### src/rtl/mips_alu_pkg.sv
// Shared encodings for the MIPS32 ALU control unit and multiply/divide unit.
package mips_alu_pkg;

   localparam int unsigned ALUC_W  = 4;
   localparam int unsigned ALUOP_W = 2;
   localparam int unsigned FUNCT_W = 6;

   localparam logic [ALUC_W-1:0] ALU_AND = 4'b0000;
   localparam logic [ALUC_W-1:0] ALU_OR  = 4'b0001;
   localparam logic [ALUC_W-1:0] ALU_ADD = 4'b0010;
   localparam logic [ALUC_W-1:0] ALU_SUB = 4'b0110;
   localparam logic [ALUC_W-1:0] ALU_SLT = 4'b0111;
   localparam logic [ALUC_W-1:0] ALU_NOR = 4'b1100;
   localparam logic [ALUC_W-1:0] ALU_INV = 4'b1111;

   localparam logic [ALUOP_W-1:0] ALUOP_MEM   = 2'b00;
   localparam logic [ALUOP_W-1:0] ALUOP_BEQ   = 2'b01;
   localparam logic [ALUOP_W-1:0] ALUOP_RTYPE = 2'b10;
   localparam logic [ALUOP_W-1:0] ALUOP_INV   = 2'b11;

   localparam logic [FUNCT_W-1:0] F_ADD   = 6'b100000;
   localparam logic [FUNCT_W-1:0] F_SUB   = 6'b100010;
   localparam logic [FUNCT_W-1:0] F_AND   = 6'b100100;
   localparam logic [FUNCT_W-1:0] F_OR    = 6'b100101;
   localparam logic [FUNCT_W-1:0] F_NOR   = 6'b100111;
   localparam logic [FUNCT_W-1:0] F_SLT   = 6'b101010;
   localparam logic [FUNCT_W-1:0] F_MFHI  = 6'b010000;
   localparam logic [FUNCT_W-1:0] F_MTHI  = 6'b010001;
   localparam logic [FUNCT_W-1:0] F_MFLO  = 6'b010010;
   localparam logic [FUNCT_W-1:0] F_MTLO  = 6'b010011;
   localparam logic [FUNCT_W-1:0] F_MULT  = 6'b011000;
   localparam logic [FUNCT_W-1:0] F_MULTU = 6'b011001;
   localparam logic [FUNCT_W-1:0] F_DIV   = 6'b011010;
   localparam logic [FUNCT_W-1:0] F_DIVU  = 6'b011011;

   typedef enum logic [1:0] {
      MD_IDLE = 2'b00,
      MD_MUL  = 2'b01,
      MD_DIV  = 2'b10,
      MD_FIX  = 2'b11
   } md_state_e;

   // MULT/MULTU/DIV/DIVU share the 0110xx funct prefix
   function automatic logic is_md_funct(input logic [FUNCT_W-1:0] f);
      return f[FUNCT_W-1:2] == 4'b0110;
   endfunction

endpackage

### src/rtl/md_iter_core.sv
// Iterative unsigned datapath: radix-2 shift-add multiply and restoring divide,
// one bit per step, sharing a 2*XLEN accumulator.
module md_iter_core #(
   parameter int unsigned XLEN = 32
) (
   input  logic            clk,
   input  logic            rst_n,
   input  logic            start,
   input  logic            op_div,
   input  logic            step,
   input  logic [XLEN-1:0] a,
   input  logic [XLEN-1:0] b,
   output logic            done,
   output logic [XLEN-1:0] res_hi,
   output logic [XLEN-1:0] res_lo
);

   localparam int unsigned CNT_W = $clog2(XLEN) + 1;

   logic [2*XLEN-1:0] acc;
   logic [XLEN-1:0]   opnd;
   logic [CNT_W-1:0]  cnt;
   logic              div_r;

   logic [XLEN:0]     mul_sum;
   logic [XLEN:0]     shifted;
   logic [XLEN+1:0]   diff;
   logic [2*XLEN-1:0] mul_next;
   logic [2*XLEN-1:0] div_next;

   // acc = {partial product | remainder, multiplier | quotient}
   always_comb begin
      mul_sum  = {1'b0, acc[2*XLEN-1:XLEN]} + (acc[0] ? {1'b0, opnd} : '0);
      mul_next = {mul_sum, acc[XLEN-1:1]};
      shifted  = {acc[2*XLEN-1:XLEN], acc[XLEN-1]};
      diff     = {1'b0, shifted} - {2'b00, opnd};
      if (diff[XLEN+1])
         div_next = {shifted[XLEN-1:0], acc[XLEN-2:0], 1'b0};
      else
         div_next = {diff[XLEN-1:0], acc[XLEN-2:0], 1'b1};
   end

   always_ff @(posedge clk or negedge rst_n) begin
      if (!rst_n) begin
         acc   <= '0;
         opnd  <= '0;
         cnt   <= '0;
         div_r <= 1'b0;
      end else if (start) begin
         acc   <= {{XLEN{1'b0}}, a};
         opnd  <= b;
         cnt   <= '0;
         div_r <= op_div;
      end else if (step) begin
         acc   <= div_r ? div_next : mul_next;
         cnt   <= cnt + CNT_W'(1);
      end
   end

   // high while the final iteration is being performed
   assign done   = (cnt == CNT_W'(XLEN - 1));
   assign res_hi = acc[2*XLEN-1:XLEN];
   assign res_lo = acc[XLEN-1:0];

endmodule

### src/rtl/alu_md_control.sv
// MIPS32 ALU control decode plus iterative multiply/divide unit owning HI/LO.
module alu_md_control
   import mips_alu_pkg::*;
#(
   parameter int unsigned XLEN = 32
) (
   input  logic               clk,
   input  logic               rst_n,
   input  logic [ALUOP_W-1:0] ALUOp,
   input  logic [FUNCT_W-1:0] Function_field,
   input  logic               instr_valid,
   input  logic [XLEN-1:0]    rs_data,
   input  logic [XLEN-1:0]    rt_data,
   output logic [ALUC_W-1:0]  ALU_control,
   output logic               md_stall,
   output logic               md_rd_en,
   output logic [XLEN-1:0]    md_rd_data,
   output logic [XLEN-1:0]    hi_out,
   output logic [XLEN-1:0]    lo_out
);

   md_state_e state, state_nxt;

   logic            is_r, md_op, mf_op, mt_op, signed_op, op_div;
   logic [XLEN-1:0] abs_rs, abs_rt;
   logic            core_start, core_step, core_done;
   logic [XLEN-1:0] core_hi, core_lo;
   logic            neg_res, neg_rem, div_zero, is_div;
   logic [2*XLEN-1:0] prod, prod_neg;
   logic [XLEN-1:0] fix_hi, fix_lo;

   // ALU operation decode
   always_comb begin
      ALU_control = ALU_INV;
      case (ALUOp)
         ALUOP_MEM: ALU_control = ALU_ADD;
         ALUOP_BEQ: ALU_control = ALU_SUB;
         ALUOP_RTYPE: begin
            case (Function_field)
               F_ADD:   ALU_control = ALU_ADD;
               F_SUB:   ALU_control = ALU_SUB;
               F_AND:   ALU_control = ALU_AND;
               F_OR:    ALU_control = ALU_OR;
               F_SLT:   ALU_control = ALU_SLT;
               F_NOR:   ALU_control = ALU_NOR;
               default: ALU_control = ALU_INV;
            endcase
         end
         default: ALU_control = ALU_INV;
      endcase
   end

   // MDU instruction classification and operand magnitudes
   always_comb begin
      is_r      = instr_valid && (ALUOp == ALUOP_RTYPE);
      md_op     = is_r && is_md_funct(Function_field);
      mf_op     = is_r && ((Function_field == F_MFHI) || (Function_field == F_MFLO));
      mt_op     = is_r && ((Function_field == F_MTHI) || (Function_field == F_MTLO));
      signed_op = !Function_field[0];
      op_div    = Function_field[1];
      abs_rs    = (signed_op && rs_data[XLEN-1]) ? -rs_data : rs_data;
      abs_rt    = (signed_op && rt_data[XLEN-1]) ? -rt_data : rt_data;
   end

   assign core_start = (state == MD_IDLE) && md_op;
   assign core_step  = (state == MD_MUL) || (state == MD_DIV);

   md_iter_core #(.XLEN(XLEN)) u_core (
      .clk    (clk),
      .rst_n  (rst_n),
      .start  (core_start),
      .op_div (op_div),
      .step   (core_step),
      .a      (abs_rs),
      .b      (abs_rt),
      .done   (core_done),
      .res_hi (core_hi),
      .res_lo (core_lo)
   );

   // gated by rst_n so the stall drops the moment reset asserts
   assign md_stall = rst_n & (core_start | core_step |
                              ((state == MD_FIX) & (mf_op | mt_op)));
   assign md_rd_en   = mf_op;
   assign md_rd_data = (Function_field == F_MFHI) ? hi_out : lo_out;

   always_comb begin
      state_nxt = state;
      case (state)
         MD_IDLE: if (md_op) state_nxt = op_div ? MD_DIV : MD_MUL;
         MD_MUL,
         MD_DIV:  if (core_done) state_nxt = MD_FIX;
         MD_FIX:  state_nxt = MD_IDLE;
         default: state_nxt = MD_IDLE;
      endcase
   end

   // sign correction of the unsigned core result
   always_comb begin
      prod     = {core_hi, core_lo};
      prod_neg = -prod;
      fix_hi   = core_hi;
      fix_lo   = core_lo;
      if (is_div) begin
         fix_lo = div_zero ? '1 : (neg_res ? -core_lo : core_lo);
         fix_hi = neg_rem ? -core_hi : core_hi;
      end else if (neg_res) begin
         fix_hi = prod_neg[2*XLEN-1:XLEN];
         fix_lo = prod_neg[XLEN-1:0];
      end
   end

   always_ff @(posedge clk or negedge rst_n) begin
      if (!rst_n) state <= MD_IDLE;
      else        state <= state_nxt;
   end

   always_ff @(posedge clk or negedge rst_n) begin
      if (!rst_n) begin
         hi_out   <= '0;
         lo_out   <= '0;
         neg_res  <= 1'b0;
         neg_rem  <= 1'b0;
         div_zero <= 1'b0;
         is_div   <= 1'b0;
      end else begin
         if (core_start) begin
            neg_res  <= signed_op & (rs_data[XLEN-1] ^ rt_data[XLEN-1]);
            neg_rem  <= signed_op & rs_data[XLEN-1];
            div_zero <= (rt_data == '0);
            is_div   <= op_div;
         end
         if ((state == MD_IDLE) && mt_op) begin
            if (Function_field == F_MTHI) hi_out <= rs_data;
            else                          lo_out <= rs_data;
         end
         if (state == MD_FIX) begin
            hi_out <= fix_hi;
            lo_out <= fix_lo;
         end
      end
   end

endmodule

### config.mk
export PLATFORM = sky130hd
export DESIGN_NAME = alu_md_control
export DESIGN_NICKNAME = d
export VERILOG_FILES = /design/src/rtl/mips_alu_pkg.sv /design/src/rtl/md_iter_core.sv /design/src/rtl/alu_md_control.sv
export SDC_FILE = /design/constraint.sdc
export NUM_CORES = 1
export LEC_CHECK = 0
export BUFFER_PORTS_ARGS = -buffer_cell sky130_fd_sc_hd__buf_4
export CORE_ASPECT_RATIO = 0.75
export CORE_UTILIZATION = 60
export CTS_CLUSTER_SIZE = 12
export DETAILED_ROUTE_END_ITERATION = 6
export PLACE_DENSITY = 0.9
export SYNTH_ARGS = -nofsm -noshare
export SYNTH_HDL_FRONTEND = slang
export SYNTH_SLANG_ARGS = --single-unit
export TNS_END_PERCENT = 30
### constraint.sdc
create_clock -name clk -period 3.7 [get_ports clk]
set_input_delay 0.37 -clock clk [delete_from_list [all_inputs] [get_ports clk]]
set_output_delay 0.37 -clock clk [all_outputs]
set_load 0.02 [all_outputs]
==> results_tabular.tex, run 1 <==
\begin{tabular}{lr}
\hline
Metric & Value \\
\hline
\multicolumn{2}{l}{\textbf{Min path}} \\
\quad Hold Startpoint & rt\_data[27] \\
\quad Type of the tightest min-delay check & primary input to flip-flop \\
\multicolumn{2}{l}{\textbf{Final layout}} \\
\quad Post-layout net count & 2167 \\
\quad Relative area change from synthesis to final layout & 16.76\% \\
\quad Total inserted antenna cells & 0 \\
\quad Number of standard cells in the final layout excluding fillers & about 2400 \\
\quad Number of fill cells & 1890 \\
\quad Fraction of layout instances using a drive strength above 1 & 16.58\% \\
\quad Area taken by multi-input logic gates & 10040 um2 \\
\quad Area used by sequential logic in the layout & around 4300 um2 \\
\quad Final standard cell utilization of the core & 72.04\% \\
\multicolumn{2}{l}{\textbf{Clock network}} \\
\quad Buffer levels on the longest clock path & 2 \\
\quad Root Buffer & sky130\_fd\_sc\_hd\_\_clkbuf\_16 \\
\quad Clock insertion delay at the later pin of the skew report & 0.45 ns \\
\quad CTS tree & done \\
\quad Num CTS Buffers & 17 \\
\quad Number of clock sinks seen by CTS & 172 \\
\quad Count of H-tree levels built during CTS & 4 \\
\quad Clock-pin slew of the registers on the worst-case setup and hold paths & $\sim$0.07 ns \\
\multicolumn{2}{l}{\textbf{Worst setup path}} \\
\quad Critical path fanouts, max & 12 \\
\quad Arrival time worst endpoint & 3.80 ns \\
\quad Crit path capture type & flip-flop \\
\quad Critical path origin & u\_core.acc[0] \\
\quad Origin of the critical flop-to-flop path & u\_core.acc[0] \\
\quad Type of the worst setup path & flip-flop to flip-flop \\
\quad Register-to-register setup slack & 0.18 ns \\
\quad Data required time at the worst endpoint & 3.99 ns \\
\quad Critical path launch point type & flip-flop \\
\multicolumn{2}{l}{\textbf{Drt}} \\
\quad Total vias in the final route & approximately 15000 \\
\quad Aggregate routed wire length & 50070 um \\
\quad Routed via count divided by cell count & 6.546 \\
\quad Number of design rule violations left after detail routing & 0 \\
\quad First-pass iteration count of the detailed router & 6 \\
\quad Routed wire length per instance & 21.19 um \\
\quad Detailed router's first-iteration violation count & $\sim$2000 \\
\quad Antenna-violating nets left & 0 \\
\multicolumn{2}{l}{\textbf{Yosys}} \\
\quad Post-synthesis sequential element count & 172 \\
\quad Post-synthesis average cell area & 7.995 um2 \\
\quad Mapped Cells & 1869 \\
\quad Sequential fraction of the synthesis area & 28.81\% \\
\quad Net Count, Synth & 2017 \\
\quad Share of flip-flops with an asynchronous set or reset & 100.0\% \\
\quad Number of enable-type register cells in the synthesized netlist & 0 \\
\quad Netlist Area Pre-Place & 14940 um2 \\
\quad Number of different library cells in the post-synthesis netlist & 74 \\
\quad Prevailing post-synth register cell & sky130\_fd\_sc\_hd\_\_dfrtp\_1 \\
\quad Warnings from Yosys & 0 \\
\multicolumn{2}{l}{\textbf{GRT}} \\
\quad Met2 capacity usage during global routing & 59.23\% \\
\quad Maximum number of pins on one net before global-route repair & 100 \\
\quad Global route hottest layer & met2 \\
\quad Number of global-route vias before repair & 14460 \\
\quad Antenna violations before repair & 0 \\
\quad Global routing met1 resource utilization & 55.81\% \\
\quad All-Layer GR Usage & approximately two fifths \\
\quad Fraction of met3 tracks used by global routing & 8.824\% \\
\quad Final global-route overflow total & 0 \\
\quad Wire length of the first global-routing pass & 78790 um \\
\multicolumn{2}{l}{\textbf{STA}} \\
\quad Maximum frequency from static timing analysis & $\sim$0.28 GHz \\
\quad Hold WS & 0.2211 ns \\
\quad Worst Max-Slew Pin Slew & $\sim$1.0 ns \\
\quad Hold violation total from the final report & 0 \\
\quad Shortest clock period the worst path allows after layout & 3.518 ns \\
\quad Post-route setup TNS & 0 ns \\
\quad Remaining max-slew budget at the tightest pin & between 30 and 40\% \\
\quad Worst Skew & just over 0.009 ns \\
\quad Crit share post-route & 95.07\% \\
\quad Number of slew-limit violations in the final report & 0 \\
\quad RSZ-0062 raised after global routing & no \\
\quad Final setup vio count & 0 \\
\multicolumn{2}{l}{\textbf{Die}} \\
\quad Full die area & 25540 um2 \\
\quad Number of placement rows & 49 \\
\quad I/O pin cnt & 177 \\
\quad Initial core utilization & about three fifths \\
\quad Width of the chip & 184.2 um \\
\quad Core area & 24220 um2 \\
\quad Height of the die & 138.7 um \\
\multicolumn{2}{l}{\textbf{Status}} \\
\quad Status & completed \\
\multicolumn{2}{l}{\textbf{Power}} \\
\quad Power density over cell area & 894.5 nW/um2 \\
\quad Post-layout power & 0.01560 W \\
\quad Maximum VDD drop & 0.5745 mV \\
\quad Standby leakage power & 7.302 nW \\
\multicolumn{2}{l}{\textbf{Placed design}} \\
\quad Port-buffer cells & 176 \\
\quad Post-DP HPWL & 36920 um \\
\quad Placer congestion estimate & between 0.9 and 1 \\
\quad Cell Count Post-Placement & $\sim$2300 \\
\multicolumn{2}{l}{\textbf{Run}} \\
\quad Count of max-cap constraint violations & 0 \\
\hline
\end{tabular}
-- logic make-up after synthesis --
group,synth area share [%]
AOI/OAI and AO/OA,24.83
DFF,28.81
buffers and inverters,4.488
muxes,7.118
xor gates and xnor gates,10.38
adders and majority gates,6.213
and+or+nand+nor,18.17
-- registers in the layout, indices dropped and copies added, names as in the netlist --
register     flops
u_core.cnt       6
u_core.acc      64
state            2
neg_res          1
is_div           1
neg_rem          1
hi_out          32
lo_out          32
u_core.opnd     32
div_zero         1
-- per-layer routing --
metal / vias up / wire, um
li1: 7054 / -
met1: 7366 / 21250
met2: 935 / 21690
met3: 114 / 5788
met4: 0 / 1335
met5: - / 0
-- worst max-delay path, stage by stage, from the launching register on --
cell                         delay (ns)
sky130_fd_sc_hd__dfrtp_1           0.46
sky130_fd_sc_hd__clkinvlp_4        0.28
sky130_fd_sc_hd__buf_4             0.25
sky130_fd_sc_hd__nor2_1            0.12
sky130_fd_sc_hd__ha_1              0.33
sky130_fd_sc_hd__a21oi_2           0.21
sky130_fd_sc_hd__o211ai_1          0.16
sky130_fd_sc_hd__nor3_1            0.25
sky130_fd_sc_hd__a211oi_1          0.17
sky130_fd_sc_hd__or2_2             0.35
sky130_fd_sc_hd__or2_1             0.26
sky130_fd_sc_hd__a31oi_1           0.24
sky130_fd_sc_hd__xnor2_1           0.15
sky130_fd_sc_hd__o221ai_1          0.12
-- placed cells by master, fill, tap and decap left out, types with 8 or more instances in the layout --
master                      instances
sky130_fd_sc_hd__a211oi_1          52
sky130_fd_sc_hd__a21o_1            32
sky130_fd_sc_hd__a21oi_1          154
sky130_fd_sc_hd__a31oi_1           11
sky130_fd_sc_hd__and2_1            10
sky130_fd_sc_hd__and3_1             8
sky130_fd_sc_hd__buf_4            240
sky130_fd_sc_hd__clkbuf_16         17
sky130_fd_sc_hd__dfrtp_1          171
sky130_fd_sc_hd__ha_1              69
sky130_fd_sc_hd__inv_1             60
sky130_fd_sc_hd__mux2_2            32
sky130_fd_sc_hd__mux2i_1           68
sky130_fd_sc_hd__nand2_1          201
sky130_fd_sc_hd__nand2b_1          15
sky130_fd_sc_hd__nand3_1           19
sky130_fd_sc_hd__nand4_1           16
sky130_fd_sc_hd__nor2_1           143
sky130_fd_sc_hd__nor2b_1           52
sky130_fd_sc_hd__nor3_1            30
sky130_fd_sc_hd__nor4_1            21
sky130_fd_sc_hd__o211ai_1          44
sky130_fd_sc_hd__o21ai_0          144
sky130_fd_sc_hd__o21ai_1           47
sky130_fd_sc_hd__o22ai_1           12
sky130_fd_sc_hd__o31ai_1           17
sky130_fd_sc_hd__o41ai_1            8
sky130_fd_sc_hd__or3_1             12
sky130_fd_sc_hd__or4_1             10
sky130_fd_sc_hd__xnor2_1           80
sky130_fd_sc_hd__xor2_1            97
-- metrics by stage --
step           instance area [um2]  setup WS (ns)
2_1_floorplan                14940         0.5816
3_3_place_gp                 16820         0.2747
3_5_place_dp                 16820         0.2023
4_1_cts                      17420         0.1687
5_1_grt                      17450        0.01978
6_report                     17450         0.1825
-- cells in the mapped netlist (12+ instances only) --
| master | instances | area [um2] |
|---|---|---|
| sky130_fd_sc_hd__nand4_1 | 16 | 100.1 |
| sky130_fd_sc_hd__nor2b_1 | 52 | 325.3 |
| sky130_fd_sc_hd__nand2_1 | 201 | 754.5 |
| sky130_fd_sc_hd__o21ai_0 | 144 | 720.7 |
| sky130_fd_sc_hd__xnor2_1 | 80 | 700.7 |
| sky130_fd_sc_hd__or3_1 | 12 | 75.07 |
| sky130_fd_sc_hd__buf_1 | 12 | 45.04 |
| sky130_fd_sc_hd__clkbuf_1 | 92 | 345.3 |
| sky130_fd_sc_hd__ha_1 | 71 | 888.4 |
| sky130_fd_sc_hd__nand2b_1 | 15 | 93.84 |
| sky130_fd_sc_hd__inv_1 | 61 | 229.0 |
| sky130_fd_sc_hd__o22ai_1 | 12 | 75.07 |
| sky130_fd_sc_hd__mux2_2 | 32 | 360.4 |
| sky130_fd_sc_hd__a211oi_1 | 53 | 397.9 |
| sky130_fd_sc_hd__nand3_1 | 20 | 100.1 |
| sky130_fd_sc_hd__dfrtp_1 | 172 | 4304 |
| sky130_fd_sc_hd__nor3_1 | 30 | 150.1 |
| sky130_fd_sc_hd__o211ai_1 | 44 | 330.3 |
| sky130_fd_sc_hd__a21o_1 | 32 | 240.2 |
| sky130_fd_sc_hd__o31ai_1 | 17 | 127.6 |
| sky130_fd_sc_hd__o21ai_1 | 47 | 235.2 |
| sky130_fd_sc_hd__xor2_1 | 97 | 849.6 |
| sky130_fd_sc_hd__nor2_1 | 145 | 544.3 |
| sky130_fd_sc_hd__nor4_1 | 21 | 131.4 |
| sky130_fd_sc_hd__mux2i_1 | 68 | 680.7 |
| sky130_fd_sc_hd__a21oi_1 | 155 | 775.7 |
-- what timing repair did --
action	CTS	global route
setup buffers	0	0
endpoints found under the hold margin	41	0
hold buffers	1	0
resized for setup	0	6
endpoints found under the setup margin	0	13
-- area by class of cell --
| cell class | count | area share [%] |
|---|---|---|
| well taps | 331 | 2.374 |
| flip-flops and latches | 172 | 24.68 |
| inverters | 62 | 1.356 |
| multi-input cells | 1522 | 57.56 |
| clock inverters | 14 | 0.8965 |
| repair buffers | 244 | 10.68 |
| clock buffers | 18 | 2.460 |
-- where the power goes --
group	internal (W)	total (W)	switching (W)
registers	0.00265	0.00351	0.000866
logic	0.00412	0.0102	0.00609
clock network	0.00101	0.00189	0.000877
-- worst paths after layout --
path                                        end  cells past startpoint
worst min register to register  u_core.opnd[29]                      2
worst min-delay path            u_core.opnd[27]                      3
worst max register to register   u_core.acc[57]                     13
min in group asynchronous        u_core.opnd[6]                      2
max in group asynchronous        u_core.acc[21]                      3
worst max-delay path             u_core.acc[57]                     13
Power figures use the tool's default switching activity.
==> inputs of run 2 (changes only) <==
- MAX_ROUTING_LAYER: not set -> met4
==> run 2 against run 1 <==
Against the previous run:
- count of clock-buffer cells in the layout increased by 4
- worst hold slack worse by 0.0075 ns
- combinational power barely moved
- cell count up 0.25%
- wire length is 0.61% higher
- maximum frequency down 0.15%
- largest cell class unchanged
- highest routed layer unchanged
==> results_tabular.tex, run 2 (synthesis results as in run 1) <==
\begin{tabular}{lr}
\hline
Metric & Value \\
\hline
\multicolumn{2}{l}{\textbf{Power}} \\
\quad Sequential cell fraction of total power & 22.7\% (+0.2 points) \\
\quad Standby leakage power & 7.286 nW (-0.22\%) \\
\quad Part of the power in the clock network & 11.4\% (-0.7 points) \\
\quad Power density over cell area & 890.6 nW/um2 (-0.43\%) \\
\quad P\_int & 0.007721 W (-0.71\%) \\
\quad Maximum VDD drop & 0.6034 mV (+5.0\%) \\
\quad Sw Pwr & 0.007815 W (-0.17\%) \\
\quad Combinational share of power & 65.9\% (+0.5 points) \\
\quad Switching fraction of total power & 50.30\% (+0.13 points) \\
\multicolumn{2}{l}{\textbf{Die}} \\
\quad Full die area & 25540 um2 (unchanged) \\
\quad Initial core utilization & 61.70\% (unchanged) \\
\quad Height of the die & 138.7 um (unchanged) \\
\quad Width of the chip & 184.2 um (unchanged) \\
\quad I/O pin cnt & 177 (unchanged) \\
\quad Number of placement rows & 49 (unchanged) \\
\quad Core area & 24220 um2 (unchanged) \\
\multicolumn{2}{l}{\textbf{STA}} \\
\quad Worst Max-Slew Pin Slew & 1.075 ns (+0.02879 ns) \\
\quad RSZ-0062 raised after global routing & no \\
\quad Final setup vio count & 0 (unchanged) \\
\quad Maximum frequency from static timing analysis & 0.2839 GHz (-0.15\%) \\
\quad Number of slew-limit violations in the final report & 0 (unchanged) \\
\quad Hold violation total from the final report & 0 (unchanged) \\
\quad Worst Slack Setup Final & 0.1773 ns (-0.005138 ns) \\
\quad Worst Skew & 0.01080 ns (+0.001553 ns) \\
\quad Hold WS & 0.2136 ns (-0.007512 ns) \\
\quad Remaining max-slew budget at the tightest pin & 28.21\% (-1.9 points) \\
\quad Post-route setup TNS & 0 ns (unchanged) \\
\quad Crit share post-route & 95.21\% (+0.14 points) \\
\quad Shortest clock period the worst path allows after layout & 3.523 ns (+0.005138 ns) \\
\multicolumn{2}{l}{\textbf{Drt}} \\
\quad Total vias in the final route & 15550 (+0.55\%) \\
\quad Detailed router's first-iteration violation count & 2033 (+2.7\%) \\
\quad Routed via count divided by cell count & 6.566 (+0.29\%) \\
\quad Highest metal layer used by the detailed router & met4 \\
\quad Antenna-violating nets left & 0 (unchanged) \\
\quad First-pass iteration count of the detailed router & 6 (unchanged) \\
\quad Number of design rule violations left after detail routing & 0 (unchanged) \\
\quad Met3 WL post-DR & 5497 um (-5.0\%) \\
\quad Detailed route wirelength on metal2 & 21620 um (-0.32\%) \\
\quad Post-route met1 wirelength & 21730 um (+2.3\%) \\
\quad Aggregate routed wire length & 50370 um (+0.61\%) \\
\quad Routed wire length per instance & 21.26 um (+0.35\%) \\
\multicolumn{2}{l}{\textbf{Final layout}} \\
\quad Register name with the most flops & u\_core.acc \\
\quad Fraction of layout instances using a drive strength above 1 & 16.73\% (+0.15 points) \\
\quad Most used cells in the layout excluding fill and tap cells & 245 x sky130\_fd\_sc\_hd\_\_buf\_4, 201 x sky130\_fd\_sc\_hd\_\_nand2\_1, 170 x sky130\_fd\_sc\_hd\_\_dfrtp\_1 \\
\quad Total inserted antenna cells & 0 (unchanged) \\
\quad Post-layout net count & 2173 (+0.28\%) \\
\quad Relative area change from synthesis to final layout & 16.75\% (about the same) \\
\quad Number of standard cells in the final layout excluding fillers & 2369 (+0.25\%) \\
\quad Final design instance area without fill & 17440 um2 (about the same) \\
\quad Largest register FFs & 64 (unchanged) \\
\quad Most common cell after layout, fill and taps aside & sky130\_fd\_sc\_hd\_\_buf\_4 \\
\multicolumn{2}{l}{\textbf{GRT}} \\
\quad Final global-route overflow total & 0 (unchanged) \\
\quad Maximum number of pins on one net before global-route repair & 120 (+20\%) \\
\quad Wire length of the first global-routing pass & 79780 um (+1.3\%) \\
\quad All-Layer GR Usage & 40.95\% (+1.6 points) \\
\quad Antenna violations before repair & 0 (unchanged) \\
\quad Number of global-route vias before repair & 14520 (+0.39\%) \\
\multicolumn{2}{l}{\textbf{Status}} \\
\quad Status & completed \\
\multicolumn{2}{l}{\textbf{Clock network}} \\
\quad Num CTS Buffers & 17 (unchanged) \\
\quad Clock insertion delay at the later pin of the skew report & 0.45 ns (about the same) \\
\quad Root Buffer & sky130\_fd\_sc\_hd\_\_clkbuf\_16 \\
\quad Buffer levels on the longest clock path & 2 (unchanged) \\
\quad CTS tree & done \\
\quad Number of clock sinks seen by CTS & 172 (unchanged) \\
\quad Count of H-tree levels built during CTS & 4 (unchanged) \\
\quad Clock-pin slew of the registers on the worst-case setup and hold paths & 0.07 ns (about the same) \\
\multicolumn{2}{l}{\textbf{Placed design}} \\
\quad Port-buffer cells & 176 (unchanged) \\
\quad Placer congestion estimate & 0.9866 (+1.5\%) \\
\quad Placed cell areas & 16840 um2 (+0.13\%) \\
\quad Worst-case setup slack after placement & 0.1973 ns (-0.004975 ns) \\
\quad Cell Count Post-Placement & 2333 (+0.13\%) \\
\quad Post-DP HPWL & 37560 um (+1.7\%) \\
\multicolumn{2}{l}{\textbf{Worst setup path}} \\
\quad Worst Reg-to-Reg Cells & 12 (-1) \\
\quad Arrival time worst endpoint & 3.85 ns (+0.05 ns) \\
\quad Type of the worst setup path & flip-flop to flip-flop \\
\quad Data required time at the worst endpoint & 4.02 ns (+0.03 ns) \\
\quad Critical path launch point type & flip-flop \\
\quad Critical path fanouts, max & 15 (+3) \\
\quad Crit path capture type & flip-flop \\
\multicolumn{2}{l}{\textbf{Min path}} \\
\quad Type of the tightest min-delay check & primary input to flip-flop \\
\quad Worst hold path depth & 3 (unchanged) \\
\multicolumn{2}{l}{\textbf{Run}} \\
\quad Count of max-cap constraint violations & 0 (unchanged) \\
\hline
\end{tabular}
## run 2: changes by cell type in the layout (fill, tap and decap cells not counted), moves of 2 or more
| cell | before | now |
|---|---|---|
| sky130_fd_sc_hd__buf_4 | 240 | 245 |
| sky130_fd_sc_hd__bufinv_16 | 2 | 0 |
| sky130_fd_sc_hd__clkbuf_8 | 0 | 3 |
| sky130_fd_sc_hd__clkinv_2 | 3 | 1 |
| sky130_fd_sc_hd__clkinvlp_4 | 1 | 3 |
| sky130_fd_sc_hd__inv_6 | 7 | 5 |
## run 2: area by class of cell
cell class	count	area (um2)
clock buffer	22	474.2
inverter	62	236.5
sequential	172	4307
timing repair buffer	249	1901
fill	1934	6773
clock inverter	10	81.33
multi-input combinational	1522	10030
timing repair inverter	1	5.005
tap	331	414.1
## run 2: final timing paths
kind / startpoint / end / slack, ns
max in group asynchronous: rst_n / u_core.acc[57] / 2.12
min in group asynchronous: rst_n / u_core.cnt[1] / 0.46
min reg2reg: u_core.opnd[28] / u_core.opnd[28] / 0.49
max: u_core.opnd[1] / u_core.acc[61] / 0.18
min: rt_data[17] / u_core.opnd[17] / 0.21
max reg2reg: u_core.opnd[1] / u_core.acc[61] / 0.18
## run 2: power by group through the flow
| stage | clock [W] | combinational [W] | sequential (W) |
|---|---|---|---|
| after floorplan | 0 | 0.00635 | 0.00366 |
| after global placement | 0 | 0.00970 | 0.00347 |
| after detailed placement | 0 | 0.00991 | 0.00350 |
| after CTS | 0.00177 | 0.00999 | 0.00349 |
| after global routing | 0.00184 | 0.0111 | 0.00360 |
| final | 0.00177 | 0.0102 | 0.00353 |
## run 2: stage by stage
stage / power, W / util (%)
finish: 0.01554 / 72.03
global route: 0.01653 / 72.03
CTS: 0.01525 / 71.88
detailed placement: 0.01342 / 69.55
global placement: 0.01317 / 69.55
floorplan: 0.01002 / -
## run 2: metal layers
| layer | GRT usage [%] | vias up |
|---|---|---|
| met1 | 57.10 | 7424 |
| met5 | - | - |
| met2 | 58.79 | 942 |
| met4 | 13.38 | 0 |
| li1 | - | 7060 |
| met3 | 8.718 | 128 |
## run 2: repair_timing
action                                 in CTS  in global routing
buffers inserted                            0                  2
hold buffers                                1                  0
endpoints found under the hold margin      53                  0
gates resized for setup                     0                  4
setup endpoints to repair                   0                  3
## run 2: worst max-delay path, cell delays in order (launching register included)
cell	delay, ns
sky130_fd_sc_hd__dfrtp_1	0.37
sky130_fd_sc_hd__inv_1	0.09
sky130_fd_sc_hd__ha_1	0.27
sky130_fd_sc_hd__nor2b_1	0.19
sky130_fd_sc_hd__o2111ai_1	0.22
sky130_fd_sc_hd__a21boi_1	0.38
sky130_fd_sc_hd__a41oi_1	0.27
sky130_fd_sc_hd__o311a_1	0.43
sky130_fd_sc_hd__o31a_2	0.49
sky130_fd_sc_hd__buf_4	0.23
sky130_fd_sc_hd__a32oi_1	0.21
sky130_fd_sc_hd__o31ai_1	0.09
sky130_fd_sc_hd__o21bai_1	0.15
